## src/rtl/bcd_seg7_scan_if.sv

```systemverilog
// Display-side bundle: packed BCD load strobe in, multiplexed common-anode pins out.
interface bcd_seg7_scan_if;
  logic [11:0] bcd;
  logic        load;
  logic [6:0]  seg;
  logic        dp;
  logic [2:0]  digit_en;
  logic        frame_done;

  modport master (output bcd, load, input seg, dp, digit_en, frame_done);
  modport slave  (input bcd, load, output seg, dp, digit_en, frame_done);
endinterface

```

## src/rtl/bcd_seg7_scan.sv

```systemverilog
// 3-digit multiplexed 7-segment driver: frame-aligned BCD capture, leading-zero
// blanking, dash for non-BCD nibbles, dead time at the start of each digit slot.
module bcd_seg7_scan #(
  parameter int DIV_COUNT = 4000,
  parameter int BLANK_CYC = 200,
  parameter bit LZ_BLANK  = 1'b1
) (
  input logic           clk,
  input logic           rst_n,
  bcd_seg7_scan_if.slave io
);
  localparam int             CW      = $clog2(DIV_COUNT);
  localparam logic [CW-1:0]  CNT_MAX = CW'(DIV_COUNT - 1);
  localparam logic [CW-1:0]  BLANK_C = CW'(BLANK_CYC);

  generate
    if (DIV_COUNT < 4 || BLANK_CYC < 0 || BLANK_CYC >= DIV_COUNT) begin : g_param_err
      $error("bcd_seg7_scan: need DIV_COUNT >= 4 and 0 <= BLANK_CYC < DIV_COUNT");
    end
  endgenerate

  function automatic logic [6:0] seg7(input logic [3:0] n);
    case (n)
      4'd0:    seg7 = 7'h40;
      4'd1:    seg7 = 7'h79;
      4'd2:    seg7 = 7'h24;
      4'd3:    seg7 = 7'h30;
      4'd4:    seg7 = 7'h19;
      4'd5:    seg7 = 7'h12;
      4'd6:    seg7 = 7'h02;
      4'd7:    seg7 = 7'h78;
      4'd8:    seg7 = 7'h00;
      4'd9:    seg7 = 7'h10;
      default: seg7 = 7'h3F;
    endcase
  endfunction

  logic [CW-1:0] cnt_q, cnt_d;
  logic [1:0]    slot_q, slot_d;
  logic [11:0]   disp_q, disp_d, pend_q, pend_d;
  logic          pend_v_q, pend_v_d;
  logic [6:0]    seg_q, seg_d;
  logic [2:0]    digit_en_q, digit_en_d;
  logic          frame_done_q, frame_done_d;

  logic          tick, boundary, blank, lit;
  logic [3:0]    nib;

  always_comb begin
    tick         = (cnt_q == CNT_MAX);
    boundary     = tick && (slot_q == 2'd2);
    cnt_d        = tick ? '0 : cnt_q + 1'b1;
    slot_d       = slot_q;
    disp_d       = disp_q;
    pend_d       = pend_q;
    pend_v_d     = pend_v_q;
    frame_done_d = boundary;

    if (tick) slot_d = (slot_q == 2'd2) ? 2'd0 : slot_q + 2'd1;

    // A load landing on the boundary itself supersedes anything pending.
    if (boundary) begin
      if (io.load) begin
        disp_d   = io.bcd;
        pend_v_d = 1'b0;
      end else if (pend_v_q) begin
        disp_d   = pend_q;
        pend_v_d = 1'b0;
      end
    end else if (io.load) begin
      pend_d   = io.bcd;
      pend_v_d = 1'b1;
    end

    case (slot_q)
      2'd0:    nib = disp_q[3:0];
      2'd1:    nib = disp_q[7:4];
      default: nib = disp_q[11:8];
    endcase

    // Only a literal zero blanks, so a non-BCD nibble always shows its dash.
    blank = LZ_BLANK && (((slot_q == 2'd2) && (disp_q[11:8] == 4'd0)) ||
                         ((slot_q == 2'd1) && (disp_q[11:8] == 4'd0) && (disp_q[7:4] == 4'd0)));
    lit   = (cnt_q >= BLANK_C) && !blank;

    seg_d      = lit ? seg7(nib) : 7'h7F;
    digit_en_d = lit ? ~(3'b001 << slot_q) : 3'b111;
  end

  always_ff @(posedge clk or negedge rst_n) begin
    if (!rst_n) begin
      cnt_q        <= '0;
      slot_q       <= 2'd0;
      disp_q       <= 12'h000;
      pend_q       <= 12'h000;
      pend_v_q     <= 1'b0;
      seg_q        <= 7'h7F;
      digit_en_q   <= 3'b111;
      frame_done_q <= 1'b0;
    end else begin
      cnt_q        <= cnt_d;
      slot_q       <= slot_d;
      disp_q       <= disp_d;
      pend_q       <= pend_d;
      pend_v_q     <= pend_v_d;
      seg_q        <= seg_d;
      digit_en_q   <= digit_en_d;
      frame_done_q <= frame_done_d;
    end
  end

  assign io.seg        = seg_q;
  assign io.dp         = 1'b1;
  assign io.digit_en   = digit_en_q;
  assign io.frame_done = frame_done_q;
endmodule

```

## src/flat_wrapper.sv

```systemverilog
// flat-port wrapper written by rule: the top's interface ports become plain ports
module bcd_seg7_scan_flat 
#(
  parameter int DIV_COUNT = 4000,
  parameter int BLANK_CYC = 200,
  parameter bit LZ_BLANK  = 1'b1
)
  (clk, rst_n, io_bcd, io_load, io_seg, io_dp, io_digit_en, io_frame_done);
  bcd_seg7_scan_if io_i ();
  input logic clk;
  input logic rst_n;
  input wire logic [$bits(io_i.bcd)-1:0] io_bcd;
  input wire logic [$bits(io_i.load)-1:0] io_load;
  output wire logic [$bits(io_i.seg)-1:0] io_seg;
  output wire logic [$bits(io_i.dp)-1:0] io_dp;
  output wire logic [$bits(io_i.digit_en)-1:0] io_digit_en;
  output wire logic [$bits(io_i.frame_done)-1:0] io_frame_done;
  assign io_i.bcd = io_bcd;
  assign io_i.load = io_load;
  assign io_seg = io_i.seg;
  assign io_dp = io_i.dp;
  assign io_digit_en = io_i.digit_en;
  assign io_frame_done = io_i.frame_done;
  bcd_seg7_scan #(.DIV_COUNT(DIV_COUNT), .BLANK_CYC(BLANK_CYC), .LZ_BLANK(LZ_BLANK)) u_core (.clk(clk), .rst_n(rst_n), .io(io_i));
endmodule
```

## config.mk

```make
export PLATFORM = sky130hd
export DESIGN_NAME = bcd_seg7_scan_flat
export DESIGN_NICKNAME = d
export VERILOG_FILES = /design/src/rtl/bcd_seg7_scan_if.sv /design/src/rtl/bcd_seg7_scan.sv /design/src/flat_wrapper.sv
export SDC_FILE = /design/constraint.sdc
export NUM_CORES = 1
export LEC_CHECK = 0
export BUFFER_PORTS_ARGS = -buffer_cell sky130_fd_sc_hd__buf_4
export CAP_MARGIN = 20
export CORE_AREA = 3 3 81 83
export CTS_CLUSTER_SIZE = 10
export DETAILED_ROUTE_END_ITERATION = 8
export DIE_AREA = 0 0 84 86
export SETUP_SLACK_MARGIN = 0.4
export SLEW_MARGIN = 40
export SYNTH_ARGS = -nofsm -noshare
export SYNTH_HDL_FRONTEND = slang
export SYNTH_SLANG_ARGS = --single-unit
```

## constraint.sdc

```tcl
create_clock -name clk -period 1.83 [get_ports clk]
set_clock_uncertainty 0.1 [all_clocks]
set_input_delay 0.183 -clock clk [delete_from_list [all_inputs] [get_ports clk]]
set_output_delay 0.183 -clock clk [all_outputs]
set_load 0.005 [all_outputs]
```

# ---- Word level (Yosys, flattened, before mapping)
# Memory sizes are Yosys's and may differ from the RTL's.
# Index checks and enable logic that the tools add are counted.
dict set report totals {
  n_memories 1
  output_inout_bits 12
  reg_bits 50
  rom_bits 112
  elab_cells 41
  input_bits 15
}
# memory words width read_ports rd_ports_with_merged_regs wr line_no
set memory_table {}
lappend memory_table {{(name not given)} 16 7 1 0 0 bcd_seg7_scan.sv:23} ;# case (n)
dict set report op_classes {
  addsub 2
  n_bitwise 2
  mux 9
  n_reduce_logical 14
  eq_ne 3
  shifts 1
  magnitude_cmp 1
}
# op n
set ops {}
lappend ops {{12-bit two-way mux} 3}
lappend ops {{12-bit by 1-bit adder with 12-bit output (second input constant)} 1}
lappend ops {{12-bit == test (second input constant)} 1}
lappend ops {{12-bit by 8-bit >= comparator with 1-bit output (second input constant)} 1}
lappend ops {{4-bit logical NOT} 2}
lappend ops {{4-bit case mux with 2 select lines} 1}
lappend ops {{7-bit two-way mux} 1}
lappend ops {{1-bit logical AND} 5}
lappend ops {{2-bit AND reduction} 2}
lappend ops {{2-bit nonzero test} 2}
lappend ops {{3-bit two-way mux} 1}
lappend ops {{3-bit inverter} 1}
lappend ops {{1-bit by 2-bit left shift with 3-bit output (first input constant)} 1}
lappend ops {{2-bit by 1-bit adder with 2-bit output (second input constant)} 1}
lappend ops {{2-bit by 1-bit == test with 1-bit output (second input constant)} 1}
lappend ops {{2-bit == test (second input constant)} 1}
lappend ops {{2-bit logical NOT} 1}
lappend ops {{1-bit two-way mux} 2}
lappend ops {{2-bit two-way mux} 1}
lappend ops {{1-bit logical NOT} 1}
lappend ops {{1-bit logical OR} 1}
lappend ops {{1-bit inverter} 1}

# ---- Depth between registers and ports, before layout
# Gate-level depths: netlist of the first run.
dict set report depth {
  ltp_word 7
  ltp_mapped 8
  depth_no_buf 7
}

# ---- Worst setup path after synthesis of the first run
# No wires, ideal clock.
dict set report synth_timing {
  kind {flip-flop to flip-flop}
  start {register u_core.cnt_q[0]}
  end {register u_core.pend_q[10]}
  slack_ns -0.105
  synth_period_minus_slack_ns 1.935
  path_stages_with_launch 8
  arrival_time_ns 1.710
  t_required_ns 1.605
  setup_ns 0.125
  n_path_buf 2
  cell_sequence {dfrtp_1 ha_1 and4_1 buf_6 nand4_4 o21ai_2 buf_4 mux2_2}
}
dict set report synth_via {
  elab_chain_cells 4
}
# element line_no
set synth_rtl {}
lappend synth_rtl {{from (decl)} bcd_seg7_scan.sv:38} ;# logic [CW-1:0] cnt_q, cnt_d;
lappend synth_rtl {{from (signal assigned)} bcd_seg7_scan.sv:101} ;# cnt_q <= cnt_d;
lappend synth_rtl {{12-bit == test} bcd_seg7_scan.sv:50} ;# tick = (cnt_q == CNT_MAX);
lappend synth_rtl {{1-bit logical AND} bcd_seg7_scan.sv:51} ;# boundary = tick && (slot_q == 2'd2);
lappend synth_rtl {{1-bit inverter (no source line)} -}
lappend synth_rtl {{2-bit AND reduction (no source line)} -}
lappend synth_rtl {{to (signal assigned)} bcd_seg7_scan.sv:104} ;# pend_q <= pend_d;
lappend synth_rtl {{to (decl)} bcd_seg7_scan.sv:40} ;# logic [11:0] disp_q, disp_d, pend_q, pend_d;
# Every way passes these cells.
# A chain may end at the register's enable or synchronous reset.

# ---- Final worst setup path of the first run
dict set report layout_timing {
  start {register u_core.cnt_q[1]}
  end {register u_core.disp_q[0]}
}
dict set report layout_via {
  elab_chain_cells 3
}
# element line_no
set layout_rtl {}
lappend layout_rtl {{12-bit == test} bcd_seg7_scan.sv:50}
lappend layout_rtl {{1-bit logical AND} bcd_seg7_scan.sv:51}
lappend layout_rtl {{2-bit AND reduction (no source line)} -}
lappend layout_rtl {{to (signal assigned)} bcd_seg7_scan.sv:103} ;# disp_q <= disp_d;
lappend layout_rtl {{to (decl)} bcd_seg7_scan.sv:40}
# Every way passes these cells.

==> qor.log, run 1 <==
INFO  finish         mostFrequentLayoutCells=buf_4, dfrtp_1, nand2_1
INFO  power          leakagePower=1.378nW
INFO  logic_synthesis postSynth.asyncResetShare=100.0%
INFO  logic_synthesis postSynthRegisterBits=50
INFO  worst_setup_path path_buf_inv=0
INFO  logic_synthesis netlist_area=0.002490mm^2
INFO  logic_synthesis synth_top_cell_area_share=40.20%
INFO  finish         finish.cell_count_without_fillers=346
INFO  global_route   grt.total_usage=14.11%
INFO  worst_setup_path crit_arrival=1.85ns
INFO  finish         commonest_non_fill_non_tap_cell_in_the_layout=buf_4
INFO  finish         post_layout_util=55.22%
INFO  timing         setup-tns-final=0ns
INFO  die            io_count=27
INFO  global_route   first_global_vias=1669
INFO  die            total_die_area=0.007224mm^2
INFO  worst_setup_path crit_required=1.92ns
INFO  finish         antennaDiodeCount=0
INFO  logic_synthesis synth_cell_type_count=47
INFO  route          dr.first_iter.drc_count=85
INFO  timing         period_minus_slack=1.758ns
INFO  logic_synthesis syn-mean-instance-area=11.12um^2
INFO  run            drv.max_cap_violation_count=0
INFO  worst_setup_path worst_setup_path_endpoint=u_core.disp_q[0]
INFO  logic_synthesis synth.largest_area_cell=dfrtp_1
INFO  cts            clk_root_buffer_cell=clkbuf_8
INFO  worst_setup_path cp-start-kind=register
INFO  worst_setup_path reg2reg_setup_slack=0.07ns
INFO  global_route   grt_antenna_before_repair=0
INFO  worst_setup_path path_depth=5
INFO  cts            clock_tree.htree_level_count=2
INFO  worst_setup_path crit_family=simple AND/OR/NAND/NOR gates
INFO  worst_setup_path cp_slowest_cell=or3_4
INFO  worst_setup_path worstRegToRegCells=5
INFO  finish         fill_count=506
INFO  timing         worstMarginPinSlew=0.6263ns
INFO  cts            tritoncts=yes
INFO  power          report.power.total=2.075mW
INFO  min_path       timing.hold.worst.class=primary input to register
INFO  status         outcome=complete, no violations
INFO  place          placer_s_final_routability_congestion_estimate=0.7747
INFO  cts            cts_made_buffers=5
INFO  timing         report.final.hold_viol_count=0
INFO  route          antenna_left=0
INFO  place          place_inst=327
INFO  cts            cts.reportedPaths.clkPinSlew=0.09ns
INFO  worst_setup_path r2r-start=u_core.cnt_q[1]
INFO  global_route   gr_overflow_total=0
INFO  worst_setup_path timing.critical_path.slowest_cell_delay=0.50ns
INFO  route          drcViolationCount=0
INFO  worst_setup_path critical_path_class=register to register
INFO  finish         total_nets_final=290
INFO  timing         finalSetupViolations=0
INFO  cts            cts.path.max_buffers=2
INFO  route          final_wl=4946um
INFO  worst_setup_path largest_fanout_of_any_net_on_the_critical_path=12
INFO  timing         max_freq=568.7MHz
INFO  die            die_y=86um
INFO  min_path       hold-path-cell-count=2
INFO  global_route   grt_max_degree=51
INFO  place          dpl_cell_area=0.002878mm^2
INFO  worst_setup_path path_cells=ha_2, and4_4, nand4_4, or3_4, o2bb2ai_1
INFO  finish         postLayoutCellArea=0.003269mm^2
INFO  logic_synthesis synth_enable_flop_cells=0
INFO  timing         unrepaired_setup_endpoints_after_global_routing=true
INFO  finish         fraction_of_final_layout_cells_sized_beyond_drive_strength_1=48.34%
INFO  power          power_density=634.7mW/mm^2
INFO  global_route   grt_first_pass_wirelength=8224um
INFO  logic_synthesis yosys_warnings=0
INFO  worst_setup_path r2r-end=u_core.disp_q[0]
INFO  logic_synthesis synth_ff_type=dfrtp_1
INFO  timing         finalCritPeriodShare=96.09%
INFO  cts            cts_sinks=50
INFO  timing         final_max_slew_viol_count=0
INFO  logic_synthesis yosysSeqAreaShare=50.75%
INFO  logic_synthesis postSynthNetCount=244
INFO  timing         tightest_slew_margin_relative_to_the_limit=58.25%
INFO  place          dpl.hpwl=3225um
INFO  die            placement_rows=28
INFO  finish         syn2layout_area_growth=31.31%
INFO  route          routed_wire_length_per_instance=14.29um
INFO  die            die_w=84um
INFO  route          detailroute.via_count=1762
INFO  route          pre_antenna_drt_iters=4
INFO  logic_synthesis post_synth_inst_count=224
INFO  die            floorplan.core_area=0.005921mm^2
INFO  route          dr_vias_cell=5.092
INFO  worst_setup_path worstSetupStartpoint=u_core.cnt_q[1]
INFO  place          port-buffer-count=25
INFO  worst_setup_path critical_path.endpoint_type=register
INFO  logic_synthesis synth.top_cells.by_area=dfrtp_1, dfstp_2, mux2_2, and3b_1, o2bb2ai_1
INFO  power          worst_vdd_drop=0.0004045V
INFO  cts            clock_insertion_delay_worst_skew=0.30ns
INFO  die            initial_core_util=42.05%
worst register-to-register path: stages, from the launching register on:
cell       delay (ns)
dfrtp_1          0.36
ha_2             0.18
and4_4           0.23
nand4_4          0.12
or3_4            0.50
o2bb2ai_1        0.16
flip-flops by register name, summed over array words and instances (netlist names):
name,cells
u_core.cnt_q,12
u_core.disp_q,12
u_core.pend_q,12
u_core.io.seg,7
u_core.io.digit_en,3
u_core.slot_q,2
u_core.io.frame_done,1
u_core.pend_v_q,1
report_power, final:
group	internal, mW	switching (mW)
sequential	1.15	0.0259
clock	0.306	0.363
combinational	0.123	0.112
total	1.57	0.501
area by class of cell:
cell class	count	area, um^2	share of cell area (%)
clock buffer	7	86.33	2.641
tap	75	93.84	2.870
sequential	50	1265	38.69
clock inverter	1	5.005	0.1531
multi-input combinational	152	1345	41.14
inverter	7	26.28	0.8037
timing repair buffer	54	447.9	13.70
synth_stat cells (2+ instances only):
| cell type | n |
|---|---|
| a211oi_1 | 2 |
| dfstp_2 | 10 |
| and3_1 | 2 |
| buf_4 | 3 |
| and3b_1 | 12 |
| and2_2 | 2 |
| nand2_1 | 18 |
| nand4_1 | 4 |
| mux2_2 | 12 |
| o21a_1 | 3 |
| xnor2_1 | 4 |
| clkbuf_1 | 4 |
| o21ai_0 | 11 |
| dfrtp_1 | 40 |
| buf_6 | 4 |
| inv_1 | 6 |
| nand3_1 | 4 |
| a21oi_1 | 16 |
| nand2b_1 | 2 |
| o311ai_0 | 2 |
| mux2i_1 | 6 |
| nor2_1 | 10 |
| and4_2 | 2 |
| or3_1 | 2 |
| xor2_1 | 3 |
| o2bb2ai_1 | 12 |
| ha_1 | 5 |
| clkbuf_2 | 2 |
| nor4_1 | 2 |
| or4_1 | 2 |
how the worst min path moves through the flow:
stage,start,end,slack (ns)
6_report,io_bcd[4],u_core.pend_q[4],0.02
5_1_grt,io_bcd[7],u_core.pend_q[7],0.006
4_1_cts,io_bcd[4],u_core.pend_q[4],0.003
3_5_place_dp,rst_n,u_core.disp_q[8],0.15
3_3_place_gp,rst_n,u_core.disp_q[7],0.14
2_1_floorplan,rst_n,u_core.cnt_q[0],-0.21
metal layers:
layer / global-route usage [%] / routed length [um] / vias to the layer above / part of all wire, %
met5: 0 / 0 / - / 0
met4: 5.263 / 76 / 0 / 1.5
met3: 3.266 / 151 / 6 / 3.1
met2: 20.25 / 2128 / 25 / 43
met1: 20.70 / 2589 / 842 / 52
li1: - / - / 889 / -
cells by family (layout without fill, tap and decap cells):
group                    count (synthesis)  after routing  share of synthesized area, %
adder cells (fa/ha/maj)                  5              5                         2.513
other                                    1              1                        0.1506
AND/OR/NAND/NOR                         72             72                         18.29
AO/OA/AOI/OAI                           49             49                         12.66
flip-flops                              50             50                         50.75
multiplexers                            18             18                         7.839
XOR/XNOR                                 7              7                         2.462
buffers and inverters                   22             69                         5.326
timing repair:
action | CTS | global route
setup buffers | 4 | 4
gates cloned | 1 | 1
pin swaps | 7 | 7
gates resized for setup | 18 | 31
hold buffers | 1 | 0
hold endpoints to repair | 40 | 0
setup endpoints to repair | 47 | 47
through the flow:
step                      hold WS (ns)  setup WS, ns
final                          0.01581       0.07157
after global routing          0.006067      -0.01070
after CTS                     0.003178       0.06401
after detailed placement        0.1458       0.04396
after global placement          0.1447       0.08864
after floorplan                -0.2126      -0.04807
No activity file was read; power rests on OpenSTA's default activity.
==> run 2: changes to the inputs <==
==> constraint.sdc (replaced) <==
create_clock -name clk -period 2.13 [get_ports clk]
set_clock_uncertainty 0.1 [all_clocks]
set_input_delay 0.213 -clock clk [delete_from_list [all_inputs] [get_ports clk]]
set_output_delay 0.213 -clock clk [all_outputs]
set_load 0.005 [all_outputs]
==> run 2 against run 1 <==
Sequential cell count stayed put. Power decreased by 17%. Non-clock buffer count shrank 10. Final cell count shrank 2.3%.
==> qor.log, run 2 (synthesis results as in run 1) <==
INFO  timing         finalSetupViolations=0 [unchanged]
INFO  global_route   grt_first_pass_wirelength=8625um [was 8224 um]
INFO  finish         total_nets_final=282 [was 290]
INFO  route          dr.first_iter.drc_count=59 [was 85]
INFO  timing         max_freq=559.7MHz [was 568.7 MHz]
INFO  place          dpl.hpwl=3201um [was 3225 um]
INFO  cts            cts.path.max_buffers=2 [unchanged]
INFO  cts            cts_sinks=50 [unchanged]
INFO  place          dpl_worst_slack=0.08308ns [was 0.04396 ns]
INFO  worst_setup_path worstRegToRegCells=6 [was 5]
INFO  timing         period_minus_slack=1.787ns [was 1.758 ns]
INFO  worst_setup_path timing.critical_path.slowest_cell_delay=0.37ns [was 0.50 ns]
INFO  die            initial_core_util=42.05% [unchanged]
INFO  die            io_count=27 [unchanged]
INFO  min_path       timing.hold.worst.class=primary input to register [unchanged]
INFO  min_path       hp-start=io_bcd[6] [was io_bcd[4]]
INFO  finish         fill_count=552 [was 506]
INFO  cts            clk_root_buffer_cell=clkbuf_8 [unchanged]
INFO  global_route   grt_antenna_before_repair=0 [unchanged]
INFO  timing         report.final.hold_viol_count=0 [unchanged]
INFO  finish         commonest_non_fill_non_tap_cell_in_the_layout=buf_4 [unchanged]
INFO  worst_setup_path crit_family=flip-flops [was simple AND/OR/NAND/NOR gates]
INFO  place          placer_s_final_routability_congestion_estimate=0.8590 [was 0.7747]
INFO  worst_setup_path path_depth=6 [was 5]
INFO  worst_setup_path largest_fanout_of_any_net_on_the_critical_path=12 [unchanged]
INFO  timing         final_max_slew_viol_count=0 [unchanged]
INFO  route          pre_antenna_drt_iters=4 [unchanged]
INFO  worst_setup_path critical_path.endpoint_type=register [unchanged]
INFO  min_path       hold-path-cell-count=2 [unchanged]
INFO  timing         worstMarginPinSlew=0.6167ns [was 0.6263 ns]
INFO  worst_setup_path cp-start-kind=register [unchanged]
INFO  timing         unrepaired_setup_endpoints_after_global_routing=true [unchanged]
INFO  finish         antennaDiodeCount=0 [unchanged]
INFO  cts            clock_insertion_delay_worst_skew=0.30ns [about the same]
INFO  route          detailroute.via_count=1810 [was 1762]
INFO  finish         fraction_of_final_layout_cells_sized_beyond_drive_strength_1=38.02% [was 48.34%]
INFO  route          drcViolationCount=0 [unchanged]
INFO  power          worst_vdd_drop=0.0002949V [was 0.0004045 V]
INFO  worst_setup_path path_cells=ha_2, and4_4, nand4_4, o21ai_4, buf_12, mux2_2 [was ha_2, and4_4, nand4_4, or3_4, o2bb2ai_1]
INFO  timing         tightest_slew_margin_relative_to_the_limit=58.89% [was 58.25%]
INFO  worst_setup_path cp_slowest_cell=dfrtp_1 [was or3_4]
INFO  worst_setup_path crit_required=2.22ns [was 1.92 ns]
INFO  global_route   first_global_vias=1792 [was 1669]
INFO  global_route   grt_max_degree=51 [unchanged]
INFO  power          leakagePower=1.296nW [was 1.378 nW]
INFO  cts            clock_tree.htree_level_count=2 [unchanged]
INFO  place          port-buffer-count=25 [unchanged]
INFO  route          dr_vias_cell=5.355 [was 5.092]
INFO  route          final_wl=4977um [was 4946 um]
INFO  global_route   grt.total_usage=14.87% [was 14.11%]
INFO  die            die_w=84um [unchanged]
INFO  die            placement_rows=28 [unchanged]
INFO  timing         finalCritPeriodShare=83.88% [was 96.09%]
INFO  timing         setup-tns-final=0ns [unchanged]
INFO  die            die_y=86um [unchanged]
INFO  worst_setup_path crit_arrival=1.88ns [was 1.85 ns]
INFO  run            drv.max_cap_violation_count=0 [unchanged]
INFO  die            total_die_area=0.007224mm^2 [unchanged]
INFO  power          power_density=567.3mW/mm^2 [was 634.7 mW/mm^2]
INFO  cts            cts_made_buffers=5 [unchanged]
INFO  status         outcome=complete, no violations [unchanged]
INFO  cts            tritoncts=yes [unchanged]
INFO  timing         fin_worst_hold_slack=0.04643ns [was 0.01581 ns]
INFO  worst_setup_path path_buf_inv=1 [was 0]
INFO  global_route   gr_overflow_total=0 [unchanged]
INFO  finish         syn2layout_area_growth=21.41% [was 31.31%]
INFO  worst_setup_path r2r-start=u_core.cnt_q[0] [was u_core.cnt_q[1]]
INFO  die            floorplan.core_area=0.005921mm^2 [unchanged]
INFO  finish         layout_top_registers=u_core.cnt_q: 12 flops, u_core.disp_q: 12 flops, u_core.pend_q: 12 flops [unchanged]
INFO  finish         mostFrequentLayoutCells=buf_4, dfrtp_1, nand2_1 [unchanged]
INFO  route          antenna_left=0 [unchanged]
INFO  timing         timing.final.ws_setup=0.3434ns [was 0.07157 ns]
INFO  cts            cts.reportedPaths.clkPinSlew=0.09ns [about the same]
INFO  worst_setup_path worstSetupStartpoint=u_core.cnt_q[0] [was u_core.cnt_q[1]]
INFO  route          routed_wire_length_per_instance=14.72um [was 14.29 um]
INFO  worst_setup_path critical_path_class=register to register [unchanged]
## run 2: cell count changes in the layout (fill, tap and decap cells not counted), moves of 3 or more
cell | before | now
inv_1 | 3 | 6
inv_2 | 4 | 1
o21ai_0 | 3 | 7
ha_4 | 3 | 0
buf_6 | 8 | 0
ha_1 | 1 | 4
## run 2: metal layers
metal  wire length, um  part of all wire, %  up-vias  global-route usage [%]
met4                64                  1.3        0                   5.263
met2              2331                   47       31                   23.43
met5                 0                    0        -                       0
li1                  -                    -      883                       -
met3               178                  3.6        5                   3.746
met1              2402                   48      891                   20.04
## run 2: power by group
part | switching [mW] | leakage [nW] | internal, mW
Sequential | 0.0213 | 0.599 | 0.984
Combinational | 0.0805 | 0.657 | 0.0931
Clock | 0.302 | 0.0395 | 0.234
Total | 0.404 | 1.30 | 1.31
## run 2: per-stage QoR
step	instance area (um^2)	utilization, %	cells	total power [mW]
2_1_floorplan	2512	-	224	1.110
3_3_place_gp	2726	46.05	313	1.173
3_5_place_dp	2726	46.05	313	1.176
4_1_cts	2932	49.51	334	1.721
5_1_grt	3023	51.06	338	1.795
6_report	3023	51.06	338	1.715
## run 2: worst paths after layout
| kind | endpoint | slack, ns |
|---|---|---|
| setup reg to reg | u_core.pend_q[2] | 0.34 |
| hold / removal | u_core.pend_q[6] | 0.05 |
| min in group asynchronous | u_core.cnt_q[5] | 0.38 |
| max in group asynchronous | u_core.slot_q[0] | 1.11 |
| hold reg to reg | u_core.pend_q[11] | 0.41 |
| setup / recovery | u_core.pend_q[2] | 0.34 |
## run 2: layout make-up
type | count | area, um^2 | area share [%]
clock buffers | 8 | 80.08 | 2.649
inverters | 7 | 26.28 | 0.8692
multi-input cells | 154 | 1210 | 40.02
flip-flops and latches | 50 | 1267 | 41.93
well taps | 75 | 93.84 | 3.104
repair buffers | 44 | 345.3 | 11.42
## run 2: what timing repair did
item | 4_1_cts | 5_1_grt
endpoints found under the setup margin | 35 | 34
hold endpoints to repair | 40 | 0
pin swaps | 5 | 6
hold buffers | 1 | 0
buffers inserted | 11 | 3
cloned | 1 | 1
resized for setup | 10 | 15
